--- src/rtl/lsu_bus_ctrl.sv ---
// lsu_bus_ctrl - load/store unit bus controller.
//
// Accepts one load/store request at a time from the core. The request is
// turned into one 32-bit bus beat, or into two beats when the access
// crosses a word boundary. Load data is returned zero- or sign-extended.
// A per-beat timeout converts a bus that never answers into an error
// response.
//
// Build option:
//   LSU_MISALIGN_SPLIT_EN  defined   -> word-crossing accesses are split
//                                       into BEAT0 + BEAT1
//                          undefined -> word-crossing accesses respond
//                                       with rsp_err and no bus beat
//
// Parameter:
//   TIMEOUT_CYCLES  cycles one beat may wait for mem_ready (1..255)
//
// Ports:
//   clk, rst                       clock, synchronous active-high reset
//   req_valid/req_ready            request handshake (ready only in IDLE)
//   req_store, req_size            store flag; size [1:0] 00 w/01 h/10 b/11 d,
//                                  [2] sign-extend load
//   req_addr, req_wdata            byte address, LSB-aligned store data
//   stall                          high whenever not IDLE
//   rsp_valid, rsp_rdata, rsp_err  one-cycle completion
//   mem_valid/mem_ready            bus beat handshake
//   mem_we, mem_addr, mem_wstrb,
//   mem_wdata, mem_rdata           bus beat fields (word addressed)
module lsu_bus_ctrl #(
  parameter int unsigned TIMEOUT_CYCLES = 255
) (
  input  logic        clk,
  input  logic        rst,
  input  logic        req_valid,
  output logic        req_ready,
  input  logic        req_store,
  input  logic [2:0]  req_size,
  input  logic [31:0] req_addr,
  input  logic [31:0] req_wdata,
  output logic        stall,
  output logic        rsp_valid,
  output logic [31:0] rsp_rdata,
  output logic        rsp_err,
  output logic        mem_valid,
  input  logic        mem_ready,
  output logic        mem_we,
  output logic [31:0] mem_addr,
  output logic [3:0]  mem_wstrb,
  output logic [31:0] mem_wdata,
  input  logic [31:0] mem_rdata
);

  typedef enum logic [1:0] {
    IDLE  = 2'd0,
    BEAT0 = 2'd1,
    BEAT1 = 2'd2,
    RESP  = 2'd3
  } state_e;

  state_e      state_q, state_d;
  logic        store_q, store_d;
  logic [2:0]  size_q,  size_d;
  logic [31:0] addr_q,  addr_d;
  logic [31:0] wdata_q, wdata_d;
  logic        err_q,   err_d;
  logic [31:0] ld_q,    ld_d;
  logic [7:0]  wait_q,  wait_d;

  function automatic logic [2:0] byte_cnt(input logic [1:0] sz);
    case (sz)
      2'b10:   byte_cnt = 3'd1;
      2'b01:   byte_cnt = 3'd2;
      default: byte_cnt = 3'd4;
    endcase
  endfunction

  function automatic logic [3:0] lane_mask(input logic [1:0] sz);
    case (sz)
      2'b10:   lane_mask = 4'b0001;
      2'b01:   lane_mask = 4'b0011;
      default: lane_mask = 4'b1111;
    endcase
  endfunction

  logic [1:0]  off;
  logic [3:0]  beat0_strb;
  logic [31:0] beat0_data;
  logic        bad_req;
  logic        timed_out;
  logic [31:0] ext_data;

  assign off        = addr_q[1:0];
  assign beat0_strb = lane_mask(size_q[1:0]) << off;
  assign beat0_data = wdata_q << {off, 3'b000};
  assign timed_out  = (wait_q == 8'(TIMEOUT_CYCLES - 1));

`ifdef LSU_MISALIGN_SPLIT_EN
  logic        needs_split;
  logic [2:0]  hi_lanes;
  logic [3:0]  beat1_strb;
  logic [31:0] beat1_data;

  // Lanes that spill into the next word end up at the bottom of BEAT1, and
  // lanes of BEAT1 read data land above the 4-off bytes taken from BEAT0.
  assign hi_lanes    = 3'd4 - {1'b0, off};
  assign needs_split = ({1'b0, off} + byte_cnt(size_q[1:0])) > 3'd4;
  assign beat1_strb  = lane_mask(size_q[1:0]) >> hi_lanes;
  assign beat1_data  = wdata_q >> {hi_lanes, 3'b000};
  assign bad_req     = (req_size[1:0] == 2'b11);
`else
  logic misalign_in;
  assign misalign_in = ({1'b0, req_addr[1:0]} + byte_cnt(req_size[1:0])) > 3'd4;
  assign bad_req     = (req_size[1:0] == 2'b11) || misalign_in;
`endif

  always_comb begin
    case (size_q[1:0])
      2'b10:   ext_data = {{24{size_q[2] & ld_q[7]}},  ld_q[7:0]};
      2'b01:   ext_data = {{16{size_q[2] & ld_q[15]}}, ld_q[15:0]};
      default: ext_data = ld_q;
    endcase
  end

  // Next-state and in-flight register updates.
  always_comb begin
    state_d = state_q;
    store_d = store_q;
    size_d  = size_q;
    addr_d  = addr_q;
    wdata_d = wdata_q;
    err_d   = err_q;
    ld_d    = ld_q;
    wait_d  = wait_q;
    case (state_q)
      IDLE: begin
        if (req_valid) begin
          store_d = req_store;
          size_d  = req_size;
          addr_d  = req_addr;
          wdata_d = req_wdata;
          ld_d    = '0;
          wait_d  = '0;
          err_d   = bad_req;
          state_d = bad_req ? RESP : BEAT0;
        end
      end
      BEAT0: begin
        if (mem_ready) begin
          ld_d = mem_rdata >> {off, 3'b000};
`ifdef LSU_MISALIGN_SPLIT_EN
          if (needs_split) begin
            wait_d  = '0;
            state_d = BEAT1;
          end else begin
            state_d = RESP;
          end
`else
          state_d = RESP;
`endif
        end else if (timed_out) begin
          err_d   = 1'b1;
          state_d = RESP;
        end else begin
          wait_d = wait_q + 8'd1;
        end
      end
`ifdef LSU_MISALIGN_SPLIT_EN
      BEAT1: begin
        if (mem_ready) begin
          ld_d    = ld_q | (mem_rdata << {hi_lanes, 3'b000});
          state_d = RESP;
        end else if (timed_out) begin
          err_d   = 1'b1;
          state_d = RESP;
        end else begin
          wait_d = wait_q + 8'd1;
        end
      end
`endif
      RESP:    state_d = IDLE;
      default: state_d = IDLE;
    endcase
  end

  // Outputs are pure functions of state, so they hold steady for a whole beat.
  always_comb begin
    req_ready = (state_q == IDLE);
    stall     = (state_q != IDLE);
    rsp_valid = 1'b0;
    rsp_err   = 1'b0;
    rsp_rdata = '0;
    mem_valid = 1'b0;
    mem_we    = 1'b0;
    mem_addr  = '0;
    mem_wstrb = '0;
    mem_wdata = '0;
    case (state_q)
      BEAT0: begin
        mem_valid = 1'b1;
        mem_we    = store_q;
        mem_addr  = {addr_q[31:2], 2'b00};
        mem_wstrb = beat0_strb;
        mem_wdata = beat0_data;
      end
`ifdef LSU_MISALIGN_SPLIT_EN
      BEAT1: begin
        mem_valid = 1'b1;
        mem_we    = store_q;
        mem_addr  = {addr_q[31:2], 2'b00} + 32'd4;
        mem_wstrb = beat1_strb;
        mem_wdata = beat1_data;
      end
`endif
      RESP: begin
        rsp_valid = 1'b1;
        rsp_err   = err_q;
        rsp_rdata = (err_q || store_q) ? '0 : ext_data;
      end
      default: ;
    endcase
  end

  always_ff @(posedge clk) begin
    if (rst) begin
      state_q <= IDLE;
      store_q <= 1'b0;
      size_q  <= '0;
      addr_q  <= '0;
      wdata_q <= '0;
      err_q   <= 1'b0;
      ld_q    <= '0;
      wait_q  <= '0;
    end else begin
      state_q <= state_d;
      store_q <= store_d;
      size_q  <= size_d;
      addr_q  <= addr_d;
      wdata_q <= wdata_d;
      err_q   <= err_d;
      ld_q    <= ld_d;
      wait_q  <= wait_d;
    end
  end

endmodule

--- config.mk ---
export PLATFORM = sky130hd
export DESIGN_NAME = lsu_bus_ctrl
export DESIGN_NICKNAME = d
export VERILOG_FILES = /design/src/rtl/lsu_bus_ctrl.sv
export SDC_FILE = /design/constraint.sdc
export NUM_CORES = 1
export LEC_CHECK = 0
export ABC_AREA = 1
export BUFFER_PORTS_ARGS = -buffer_cell sky130_fd_sc_hd__clkbuf_2
export CAP_MARGIN = 0
export CORE_UTILIZATION = 45
export CTS_CLUSTER_SIZE = 16
export DETAILED_ROUTE_END_ITERATION = 12
export PLACE_DENSITY = 0.8
export SLEW_MARGIN = 20
export SYNTH_ARGS = -nofsm -noshare
export SYNTH_HDL_FRONTEND = slang
export SYNTH_SLANG_ARGS = --single-unit
export TNS_END_PERCENT = 30
--- constraint.sdc ---
create_clock -name clk -period 1.7 [get_ports clk]
set_input_delay 0.34 -clock clk [delete_from_list [all_inputs] [get_ports clk]]
set_output_delay 0.34 -clock clk [all_outputs]
set_load 0.05 [all_outputs]
# Yosys cells after proc, flatten, opt, wreduce, memory -nomap -nowiden
# Cells that the tools add are included.
# classes
shifts	3
n_lt_le_gt_ge	1
n_mux	28
n_mul	0
n_reduce_logical	10
div	0
bitwise	2
n_eq_ne	14
n_addsub	2
# op_table
cell	n
two-way mux 32 bit	6
one-hot mux 32 bit (2 select lines)	2
left shift 32 x 5 -> 32 bit	1
>> shifter 32 x 5 -> 32 bit	1
two-way mux 8 bit	3
one-hot mux 8 bit (2 select lines)	1
!= test 2 bit (second input constant)	5
adder 8 x 1 -> 8 bit (second input constant)	1
equality test 2 bit (second input constant)	4
equality test 8 bit (second input constant)	1
two-way mux 2 bit	4
one-hot mux 4 bit (2 select lines)	1
AND reduction 4 bit	2
two-way mux 1 bit	7
equality test 2 x 1 -> 1 bit (second input constant)	3
one-hot mux 3 bit (2 select lines)	1
two-way mux 4 bit	1
one-hot mux 2 bit (2 select lines)	1
AND reduction 2 bit	2
nonzero test 2 bit	2
left shift 4 x 2 -> 4 bit	1
adder 2 x 3 -> 3 bit	1
> comparator 3 bit (second input constant)	1
!= test 3 bit (second input constant)	1
other kinds (5)	7
# word_totals
in_bits	104
ram_bits	0
output_inout_bits	106
regBits	111
elab_cells	68
latch_bits	0
memories	0
mem_bits_ro	0

# Logic depth before layout (Yosys ltp)
# logic_depth
word_depth	8
ltp_mapped	11

# Worst setup path before layout
# OpenSTA, ideal clock, no wires.
# synth_path
kind	register to output
from	register state_q[0]
to	output mem_wdata[22]
arrival_time_ns	2.236
n_path_buf	2
required_time_ns	1.360
setup_slack_ns	-0.876
stages_incl_launch_ff	7
path_cell_list	dfxtp_1 -> nand2_1 -> buf_4 -> inv_4 -> nand2_4 -> buf_4 -> o32ai_1
# synth_via
elab_chain_cells	2
# synth_lines
item	line_no	source
from (decl)	60	state_e state_q, state_d;
from (signal assigned)	234	state_q <= state_d;
equality test 2 x 1 -> 1 bit	197	case (state_q)
two-way mux 32 bit	197	
to (decl)	49	output logic [31:0] mem_wdata,
# No other way between the ends.

# Worst setup path after layout
# layout_path
from	register size_q[1]
to	output rsp_rdata[12]
# layout_via
elab_chain_cells	4
elab_cells_between_ends	5
cone_classes	eq/ne (2); mux (3)
# layout_lines
item	line_no	source
from (decl)	62	logic [2:0] size_q, size_d;
from (signal assigned)	236	size_q <= size_d;
equality test 2 x 1 -> 1 bit / equality test 2 bit (equally long branches)	117	case (size_q[1:0])
one-hot mux 32 bit (2 select lines) *	117	
two-way mux 32 bit *	217	rsp_rdata = (err_q || store_q) ? '0 : ext_data;
two-way mux 32 bit *	197	
to (decl)	42	output logic [31:0] rsp_rdata,
# Every way passes the cells marked *; elsewhere a longest branch is shown, timed or not.

==> results.txt <==
The leakage power total came out at 3.96 nW. The number of nets with antenna violations after detailed routing came out at 0. By area, the combinational part of the netlist is dominated by simple AND/OR/NAND/NOR gates. The count of endpoints failing setup in the final report is 85.

The synthesized-area fraction occupied by adder cells is 0.0232. The instance count of the mapped netlist is 874. The worst path setup slack after routing came out at -0.360 ns. The H-tree depth came out at 3. At the end of routability-driven placement, the weighted congestion stood at 0.925.

The number of synthesized register bits is 111. The core area came out at 12200 um2. The final worst-path cycle share came out at 1.21. The register cell area after layout is 2230 um2.

The critical path is of the flip-flop to primary output type. The signal on the critical path passes through inv_1 > ha_4 > inv_1 > nand2_4 > a21oi_1 > nor2_2 > buf_12. The worst endpoint data arrival time is 1.72 ns. The starting density of the core came out at 0.468. The I/O pin count came out at 210. The global route total overflow came out at 0. The mean instance size in the synthesized netlist is 6.54 um2. The ratio of routed vias to standard cells is 5.58. The number of enable flip-flop cells after synthesis came out at 0. The count of buffers added on input and output ports is 207. The flow ran to the end, but the final reports show violations. The x dimension of the die came out at 115 um. In this run, placement finished with an instance count of 1246.

The count of synthesis-stage warnings from yosys came out at 0. The floorplan has 40 rows. The startpoint identified for the worst register-to-register timing path is state_q[1]$_SDFFE_PP0P_.

The top flip-flop cell by instance count after synthesis is dfxtp_1. The global-route wire length before repair is 32500 um. On the final layout, the worst clock skew is 0.00525 ns. The clock slew seen by the registers of the worst setup and hold paths is 0.07 ns. The total wire length is 22300 um.

The final-report max-slew violation count came out at 0. After synthesis, the share of flip-flops with an asynchronous set or reset is 0. The final routed wire length divided by cell count is 17.5 um. The register area share after synthesis is 0.389.

From synthesis to final layout, the design area changed by 68.3%. The nature of the critical path startpoint is a flip-flop. The setup slack on the worst flop-to-flop path is 0.07 ns.

The number of sinks handled by clock tree synthesis is 111. No sink is reached through more buffers than the 2 on the longest clock path. The slowest stage cell on the critical path is dfxtp_2.

The post-synthesis share of cell area spent on xor and xnor gates is 0. After filler insertion, the fill cell instance count of the layout stands at 777. For hold timing, the worst endpoint is wdata_q[8]$_SDFFE_PP0P_. The unique cell type count in the Yosys netlist is 32. The via count of the first global-routing pass came to 6648. Setup repair after global routing could not meet its margin everywhere.

The endpoint of the most critical register-to-register path is ld_q[28]$_SDFFE_PP0P_. For this run, the post-layout net count is 1214. The number of stages on the worst hold path is 3. The largest fanout on the critical path is 8. The number of optimization iterations in the first detailed-route pass came out at 7. The simple-gate share of the synthesized area is 0.282. Entering global routing, the biggest net connects 65 pins. The number of antenna violations at the first check in global routing is 0. The number of hold-slack violations in the final timing report is 0.

The checks that failed: setup timing. TritonCTS created 9 clock buffers. After layout, the minimum clock period comes to 2.06 ns. In this design, the critical path's most frequently occurring cell is inv_1. In the final layout, the share of cells above drive strength 1 is 0.387.

Total power for the finished layout comes to 8.26 mW. The number of buffers inserted for hold repair after clock tree synthesis is 0. For this run, the slowest stage of the critical path takes 0.38 ns. The y dimension of the die is 115 um. The timing-limited maximum frequency is 485 MHz. The multi-input combinational cells in the finished layout cover a total of 3770 um2.

The worst-case vdd ir drop is 0.891 mV. The total DRC errors in the routed layout is 0. The areal power density over the cells came out at 859 nW/um2. After the flow finishes, the layout carries non-filler instances totaling 1273. TritonCTS built the clock tree.

Once detailed placement completed, the half-perimeter wirelength came to 13000 um. The portion of synthesized area spent on multiplexers is 0. Summed over all failing endpoints, the final setup total negative slack is -17.07 ns. STA puts the critical path data required time at 1.36 ns. The worst hold path class is primary input to flip-flop. In this run the most critical hold path is launched from req_wdata[8]. The complex-gate fraction of the synthesized area is 0.203.

The clock latency at the later pin of the worst-skew pair came out at 0.37 ns. The worst setup path is captured at a primary output. Measured in cells, the most critical reg-to-reg path has a length of 9. The total number of vias came out at 7097.

In this run the clock root is driven by a clkbuf_16. The number of max-capacitance violations reported came out at 0. The post-synthesis instance area came out at 5710 um2. The number of antenna diodes came out at 0.

In this run, the number of DRC markers left after iteration 0 of detailed routing was 676. The global-route usage over all layers came out at 0.318. The full die area is 13100 um2.
## Yosys cell counts, types with 2 or more instances
cell type | instances | area (um2)
a21oi_1 | 88 | 440
buf_1 | 2 | 7.51
buf_2 | 13 | 65.1
buf_4 | 6 | 45.0
clkbuf_1 | 33 | 124
clkinv_1 | 2 | 7.51
dfxtp_1 | 111 | 2220
ha_1 | 9 | 113
inv_1 | 82 | 308
inv_2 | 3 | 11.3
nand2_1 | 124 | 465
nand2_2 | 2 | 12.5
nand3_1 | 26 | 130
nand3_2 | 4 | 40.0
nand4_1 | 7 | 43.8
nor2_1 | 223 | 837
nor2_2 | 3 | 18.8
o211ai_1 | 4 | 30.0
o21ai_0 | 95 | 475
o22ai_1 | 10 | 62.6
o32ai_1 | 16 | 140
## cell families after synthesis
kind of cell | count (synthesis)
other | 1
buffers and inverters | 143
AND/OR/NAND/NOR | 395
adder cells (fa/ha/maj) | 10
AO/OA/AOI/OAI | 214
flip-flops | 111
## state kept, by name, indices dropped and copies added, names as in the netlist
name	flops
ld_q	32
size_q	3
wait_q	8
addr_q	32
state_q	2
wdata_q	32
store_q	1
err_q	1
## power by group
part	total (mW)	internal [mW]	switching [mW]
clock	2.20	1.16	1.04
combinational	3.09	1.15	1.94
sequential	2.97	2.83	0.143
total	8.26	5.14	3.12
## how the worst max path moves through the flow
stage	depth (start not counted)	endpoint	start
2_1_floorplan	8	mem_wdata[0]	state_q[1]$_SDFFE_PP0P_
3_3_place_gp	11	err_q$_SDFFE_PP0P_	req_size[0]
3_5_place_dp	11	err_q$_SDFFE_PP0P_	req_size[0]
4_1_cts	6	rsp_rdata[23]	size_q[0]$_SDFFE_PP0P_
5_1_grt	7	rsp_rdata[12]	size_q[0]$_SDFFE_PP0P_
6_report	7	rsp_rdata[12]	size_q[1]$_SDFFE_PP0P_
## area by class of cell
| type | instances | area share |
|---|---|---|
| multi-input cells | 623 | 0.393 |
| repair buffers | 267 | 0.286 |
| flip-flops and latches | 111 | 0.232 |
| inverters | 88 | 0.0368 |
| clock buffers | 9 | 0.0234 |
| well taps | 168 | 0.0219 |
| clock inverters | 7 | 0.00807 |
## layout by cell type, fill, tap and decap left out, types with 35 or more instances in the layout
cell	count
nand2_1	120
nor2_4	35
buf_8	65
nor2_2	51
nor2_1	141
buf_4	45
clkbuf_2	105
inv_1	77
a21oi_1	88
dfxtp_1	106
o21ai_0	86
## stage by stage
step / worst slack (ns) / hold slack [ns] / utilization / area [um2]
floorplan: -0.426 / 0.429 / - / 6200
global placement: -0.102 / 0.439 / 0.646 / 7890
detailed placement: -0.161 / 0.446 / 0.646 / 7890
CTS: -0.372 / 0.192 / 0.755 / 9220
global route: -0.406 / 0.208 / 0.787 / 9610
finish: -0.360 / 0.199 / 0.787 / 9610
## repair_timing
item,in CTS,in global routing
endpoints found under the setup margin,101,128
cloned,2,2
resized for setup,230,133
buffers inserted,6,1
pin swaps,13,7
## per-layer routing
layer	wire, um	global-route usage	vias up
li1	-	-	3276
met1	8210	0.368	3245
met2	10900	0.534	462
met3	2010	0.0873	114
met4	1190	0.170	0
met5	0	0	-
## critical path, delay by kind of cell, from the launching register on
kind | cells | cell delay, ns
and+or+nand+nor | 2 | 0.18
AOI/OAI and AO/OA | 1 | 0.26
DFF | 1 | 0.38
buffers and inverters | 3 | 0.35
adders and majority gates | 1 | 0.17
Power figures use the tool's default switching activity.
